File: src/rtl/bwm_mul_arbiter.sv
// bwm_mul_arbiter: round-robin share of one signed Baugh-Wooley WxW multiplier between two requesters
// Define BWM_ARB_STATS_EN to add saturating per-requester grant counters.
module bwm_mul_arbiter #(
  parameter int W = 4
`ifdef BWM_ARB_STATS_EN
  , parameter int CNT_W = 16
`endif
) (
  input  logic           clk,
  input  logic           rst_n,
  input  logic           req0_valid,
  output logic           req0_ready,
  input  logic [W-1:0]   req0_a,
  input  logic [W-1:0]   req0_b,
  input  logic           req1_valid,
  output logic           req1_ready,
  input  logic [W-1:0]   req1_a,
  input  logic [W-1:0]   req1_b,
  output logic           rsp_valid,
  input  logic           rsp_ready,
  output logic           rsp_id,
  output logic [2*W-1:0] rsp_p
`ifdef BWM_ARB_STATS_EN
  , output logic [CNT_W-1:0] gnt0_cnt,
  output logic [CNT_W-1:0] gnt1_cnt
`endif
);
  typedef enum logic {EMPTY, FULL} state_t;
  // Baugh-Wooley correction constant 2^(2W-1) + 2^W
  localparam logic [2*W-1:0] BW_K = ((2*W)'(1) << (2*W-1)) | ((2*W)'(1) << W);
  state_t state_q, state_d;
  logic ptr_q, ptr_d, id_q, id_d;
  logic [2*W-1:0] p_q, p_d, bw_p;
  logic [W-1:0] op_a, op_b;
  logic gnt0, gnt1, accept_ok, acc0, acc1, acc;
  assign gnt0 = req0_valid & (~req1_valid | ~ptr_q);
  assign gnt1 = req1_valid & (~req0_valid | ptr_q);
  assign accept_ok = (state_q == EMPTY) | rsp_ready;
  assign req0_ready = accept_ok & gnt0;
  assign req1_ready = accept_ok & gnt1;
  assign acc0 = req0_valid & req0_ready;
  assign acc1 = req1_valid & req1_ready;
  assign acc = acc0 | acc1;
  assign op_a = gnt1 ? req1_a : req0_a;
  assign op_b = gnt1 ? req1_b : req0_b;
  assign rsp_valid = (state_q == FULL);
  assign rsp_id = id_q;
  assign rsp_p = p_q;
  // Partial products touching exactly one sign bit are inverted
  always_comb begin
    bw_p = BW_K;
    for (int i = 0; i < W; i++)
      for (int j = 0; j < W; j++)
        bw_p = bw_p + ((2*W)'((op_a[i] & op_b[j]) ^ ((i == W-1) != (j == W-1))) << (i + j));
  end
  always_comb begin
    state_d = acc ? FULL : (rsp_ready ? EMPTY : state_q);
    ptr_d = acc ? acc0 : ptr_q;
    id_d = acc ? acc1 : id_q;
    p_d = acc ? bw_p : p_q;
  end
  always_ff @(posedge clk or negedge rst_n) begin
    if (!rst_n) begin
      state_q <= EMPTY;
      ptr_q <= 1'b0;
      id_q <= 1'b0;
      p_q <= '0;
    end else begin
      state_q <= state_d;
      ptr_q <= ptr_d;
      id_q <= id_d;
      p_q <= p_d;
    end
  end
`ifdef BWM_ARB_STATS_EN
  logic [CNT_W-1:0] cnt0_q, cnt1_q;
  always_ff @(posedge clk or negedge rst_n) begin
    if (!rst_n) begin
      cnt0_q <= '0;
      cnt1_q <= '0;
    end else begin
      if (acc0 && cnt0_q != '1) cnt0_q <= cnt0_q + 1'b1;
      if (acc1 && cnt1_q != '1) cnt1_q <= cnt1_q + 1'b1;
    end
  end
  assign gnt0_cnt = cnt0_q;
  assign gnt1_cnt = cnt1_q;
`endif
endmodule

File: config.mk
export PLATFORM = sky130hd
export DESIGN_NAME = bwm_mul_arbiter
export DESIGN_NICKNAME = d
export VERILOG_FILES = /design/src/rtl/bwm_mul_arbiter.sv
export SDC_FILE = /design/constraint.sdc
export NUM_CORES = 1
export LEC_CHECK = 0
export ABC_CLOCK_PERIOD_IN_PS = 6100
export BUFFER_PORTS_ARGS = -buffer_cell sky130_fd_sc_hd__clkbuf_2
export CAP_MARGIN = 20
export CORE_MARGIN = 2
export CORE_UTILIZATION = 45
export CTS_BUF_LIST = sky130_fd_sc_hd__clkbuf_2
export CTS_CLUSTER_DIAMETER = 30
export DETAILED_ROUTE_END_ITERATION = 8
export GPL_TIMING_DRIVEN = 0
export PLACE_DENSITY = 0.71
export SYNTH_ARGS = -nofsm -noshare
export SYNTH_HDL_FRONTEND = slang
export SYNTH_SLANG_ARGS = --single-unit
File: constraint.sdc
create_clock -name clk -period 6.1 [get_ports clk]
set_clock_uncertainty 0.1 [all_clocks]
set_input_delay 0.61 -clock clk [delete_from_list [all_inputs] [get_ports clk]]
set_output_delay 0.61 -clock clk [all_outputs]
set_load 0.02 [all_outputs]
# Word-level counts from Yosys, hierarchy flattened

Cells that the tools add are included.
W data, S select, Z words.

Multiplexer cells: 4
Bitwise gates (word level): 36
Add/subtract/negate cells: 16
Reductions and logical operators: 1

Operator list:

| cell                  | count |
|---|---|
| $add A8 B4 Y8         | 4 |
| $add A8 B3 Y8         | 3 |
| $add A8 B5 Y8         | 3 |
| $add A8 B8 Y8         | 3 |
| $and A1 B1 Y1         | 22 |
| $add A8 B2 Y8         | 2 |
| $not A1 Y1            | 10 |
| $add A8 B1 Y8 const A | 1 |
| $mux W4               | 2 |
| $or A1 B1 Y1          | 4 |
| $mux W1               | 2 |
| $reduce_bool A2 Y1    | 1 |

Register bits after elaboration: 11
Input bits: 21
Logic and storage cells: 61

# Depth between registers and ports, before layout

Depth in word-level cells: 21
Depth in mapped cells: 13
Mapped depth without buffers: 11

# Least setup slack after synthesis

OpenSTA, ideal clock, no wires.

Path kind: input to register
Start: input req1_valid
End: register p_q[7], in the netlist rsp_p[7]
Buffers on the path: 2
Setup slack: 2.444 ns
Setup time: 0.082 ns
Cell stages on the path: 11
Arrival time: 3.474 ns
Data required time: 5.918 ns
Path through: buf_2 > buf_2 > a21oi_1 > a41oi_1 > fa_1 > fa_1 > ha_1 > fa_1 > and3_4 > or3_1 > a31oi_1

Cells in the longest elaborated chain, start to end: 19
Elaborated cells on any way between the ends: 49

Ends and longest elaborated chain:

| what                        | RTL line | source |
|---|---|---|
| start: declaration          | 15       | `input logic req1_valid,` |
| $and A1 B1 Y1               | 37       | `assign gnt1 = req1_valid & (~req0_valid \| ptr_q);` |
| $mux W4 (on tied branches)  | 44, 45   |  |
| $and A1 B1 Y1               | 54       | `bw_p = bw_p + ((2*W)'((op_a[i] & op_b[j]) ^ ((i == W-1) != (j == W-1))) << (i + j));` |
| $add A8 B1 Y8               | 54       |  |
| $add A8 B2 Y8               | 54       |  |
| $add A8 B3 Y8               | 54       |  |
| $add A8 B4 Y8               | 54       |  |
| $add A8 B2 Y8               | 54       |  |
| (+2 left out)               | n/a      |  |
| $add A8 B5 Y8               | 54       |  |
| $add A8 B3 Y8               | 54       |  |
| $add A8 B4 Y8               | 54       |  |
| $add A8 B5 Y8               | 54       |  |
| $add A8 B8 Y8               | 54       |  |
| $add A8 B4 Y8               | 54       |  |
| $add A8 B5 Y8               | 54       |  |
| $add A8 B8 Y8 (2 in series) | 54       |  |
| end signal: assignment      | 72       | `p_q <= p_d;` |
| end: declaration            | 33       | `logic [2*W-1:0] p_q, p_d, bw_p;` |

Parallel ways exist; a longest one is shown, timed or not.
A chain may end at the register's enable or synchronous reset.

# Worst setup path after layout

Start: input req0_valid
End: register p_q[7], in the netlist rsp_p[7]

Cells in the longest elaborated chain, start to end: 21
Elaborated cells on any way between the ends: 49

Ends and longest elaborated chain:

| what                        | RTL line | source |
|---|---|---|
| start: declaration          | 11       | `input logic req0_valid,` |
| $not A1 Y1                  | 37       |  |
| $or A1 B1 Y1                | 37       |  |
| $and A1 B1 Y1               | 37       |  |
| $mux W4 (on tied branches)  | 44, 45   |  |
| $and A1 B1 Y1               | 54       |  |
| $add A8 B1 Y8               | 54       |  |
| $add A8 B2 Y8               | 54       |  |
| $add A8 B3 Y8               | 54       |  |
| (+4 left out)               | n/a      |  |
| $add A8 B5 Y8               | 54       |  |
| $add A8 B3 Y8               | 54       |  |
| $add A8 B4 Y8               | 54       |  |
| $add A8 B5 Y8               | 54       |  |
| $add A8 B8 Y8               | 54       |  |
| $add A8 B4 Y8               | 54       |  |
| $add A8 B5 Y8               | 54       |  |
| $add A8 B8 Y8 (2 in series) | 54       |  |

Parallel ways exist; a longest one is shown, timed or not.

==> flow_summary.ini <==
[detailed_routing]
post_drt_via_cell_ratio = 5.570
drt-met1-wl_um = 1064
postRouteAntennaNets = 0
firstDrtPassIters = 4
dr_total_vias = 1036
wl_met2_um = 1218
routed_wl_um = 2473
wl_per_cell_um = 13.30
drt_iter0_drc = 22
dr_wl_met3_um = 161
drc = 0
highest_layer = met4

[floorplan]
initial_core_util_pct = 48.89
die_w_um = 53.50
core_mm2 = 0.002255
io_pins = 33
num_rows = 17
fp.dieH_um = 53.50
die_area_mm2 = 0.002862

[global_routing]
grt_start_max_net_pins = 12
grt-ovfl-total = 0
grt_antenna_before_repair = 0
grt_pass1_vias = 966
grt_pass1_wl_um = 4153
grt.total_usage_pct = 20.25

[layout]
area_growth_pct = 19.07
final_cell_mix = 36 x clkbuf_2, 26 x nand2_1, 13 x a21oi_1
n_antenna_cell = 0
utilization_pct = 58.21
fin_cells = 186
layout_commonest_cell = clkbuf_2
fin_nets = 195
layout-drive-gt1-share_pct = 31.65

[timing]
fin_tns_setup_ns = 0
worstMarginPinSlew_ns = 0.2734
whs_ns = 0.09928
max_slew_margin_pct = 81.61
hold_violations = 0
finalCriticalPeriod_ns = 3.690
report.final.slew_viol_count = 0
fmax_mhz = 271.0
fin_crit_sh_pct = 60.48
fin_ws_ns = 2.410
setup_viol = 0
rsz0062_at_grt = no

[pwr]
max-vdd-ir-drop_mv = 0.1402
leakagePower_nw = 0.6746
powerDensity_mw_per_mm2 = 267.6

[clock_tree]
post-cts-setup-buffers = 0
cts_tree = done
cts.path.max_buffers = 2
cts_made_buffers = 3
clkSinkCount = 11
cts-root-buf = clkbuf_2
cts_resized = 0
clkSlewWorstSetupHoldPaths_ns = 0.11
clk-insertion-delay-late_ns = 0.26
holdBufCountCts = 0
h-tree-depth = 1

[synthesis]
synthAdderAreaFrac_pct = 20.43
synthFlopType = dfrtp_1
ys_ff_latch = 11
syn_nets = 159
syn_area_per_cell_um2 = 8.962
synth_edf_count = 0
synth.cell_area_mm2 = 0.001102
yosysSeqAreaShare_pct = 24.97
ys_warn_count = 0
synth-xor-area-share_pct = 0.7946
synth_cell_types = 30
synth_top_family_by_area = adder cells
synth_compound_area_share_pct = 18.50
yosys.area_share.simple_pct = 18.96
syn-instance-count = 123
async_flop_share_pct = 100.0
muxShareOfSynthArea_pct = 10.44

[worst_setup_path]
required_ns = 6.19
crit_path_end_kind = flop
cp_max_fo = 10
cp_data_arrival_time_ns = 3.78
startpoint_type = input port
crit_type = input port to flop

[job]
cap_violations = 0

[placement]
pre_cts_slack_ns = 2.123
io_buffers = 31
place_hpwl_um = 2126
gp_congestion = 0.8414
dp.cells = 182

[hold_path]
hp-class = input port to async pin

[status]
status = completed
## critical path, stage by stage
cell and delay (ns):
clkbuf_2 0.13, nand2b_1 0.11, buf_6 0.15, buf_6 0.14, a21oi_1 0.07, a41oi_1 0.22, fa_1 0.50, fa_1 0.50
ha_1 0.25, fa_1 0.41, and3_4 0.19, or3_1 0.34, a31oi_1 0.17
## cell usage after synthesis (2+ instances only)
| master | count | area share [%] |
|---|---|---|
| buf_2 | 3 | 1.4 |
| buf_6 | 2 | 2.0 |
| nor2_4 | 2 | 2.0 |
| inv_1 | 6 | 2.0 |
| ha_1 | 10 | 11 |
| mux2i_1 | 7 | 6.4 |
| dfrtp_1 | 11 | 25 |
| nor2_1 | 2 | 0.68 |
| a41oi_1 | 8 | 6.4 |
| a31oi_1 | 3 | 1.7 |
| fa_1 | 5 | 9.1 |
| mux2_2 | 4 | 4.1 |
| a21oi_1 | 13 | 5.9 |
| nand2b_1 | 2 | 1.1 |
| o21ai_0 | 4 | 1.8 |
| a21o_1 | 2 | 1.4 |
| nand2_1 | 26 | 8.9 |
## path summary, 6_finish.rpt
kind | from | end | slack [ns] | cells after the start
setup / recovery | req0_valid | rsp_p[7]$_DFFE_PN0P_ | 2.41 | 13
hold / removal | rst_n | rsp_p[3]$_DFFE_PN0P_ | 0.1 | 1
setup reg to reg | ptr_q$_DFFE_PN0P_ | rsp_p[7]$_DFFE_PN0P_ | 2.45 | 11
hold reg to reg | rsp_p[4]$_DFFE_PN0P_ | rsp_p[4]$_DFFE_PN0P_ | 0.42 | 1
max in group asynchronous | rst_n | rsp_p[5]$_DFFE_PN0P_ | 5.58 | 1
min in group clk | rsp_p[4]$_DFFE_PN0P_ | rsp_p[4]$_DFFE_PN0P_ | 0.42 | 1
## report_power, final
group          internal (W)  total (W)  switching (W)  leakage, nW
clock             0.0000174  0.0000421      0.0000247       0.0166
combinational     0.0000844   0.000199       0.000115        0.531
sequential        0.0000969   0.000110      0.0000131        0.127
## layer usage
| metal | vias up | global-route usage (%) |
|---|---|---|
| li1 | 513 | - |
| met3 | 5 | 2.825 |
| met2 | 34 | 36.01 |
| met4 | 0 | 6.410 |
| met1 | 484 | 24.78 |
| met5 | - | 0 |
## logic make-up after synthesis
logic type / count (synthesis)
buffers and inverters: 12
DFF: 11
muxes: 11
xor gates and xnor gates: 1
adders and majority gates: 15
and+or+nand+nor: 41
AOI/OAI and AO/OA: 32
## state kept, by name, indices dropped and copies added (netlist names)
signal	flops
ptr_q	1
rsp_valid	1
rsp_id	1
rsp_p	8
## metrics by stage
step | area, um2 | power (W)
after floorplan | 1102 | 0.0002489
after global placement | 1292 | 0.0003059
after detailed placement | 1292 | 0.0003131
after CTS | 1313 | 0.0003540
after global routing | 1313 | 0.0003841
final | 1313 | 0.0003513
## cell type report
| cell class | instances | area [um2] |
|---|---|---|
| Timing Repair Buffer | 31 | 155.1 |
| Inverter | 6 | 22.52 |
| Clock buffer | 4 | 20.02 |
| Fill cell | 217 | 942.2 |
| Tap cell | 28 | 35.03 |
| Buffer | 6 | 42.54 |
| Sequential cell | 11 | 275.3 |
| Multi-Input combinational cell | 100 | 762.0 |
Power figures use the tool's default switching activity.
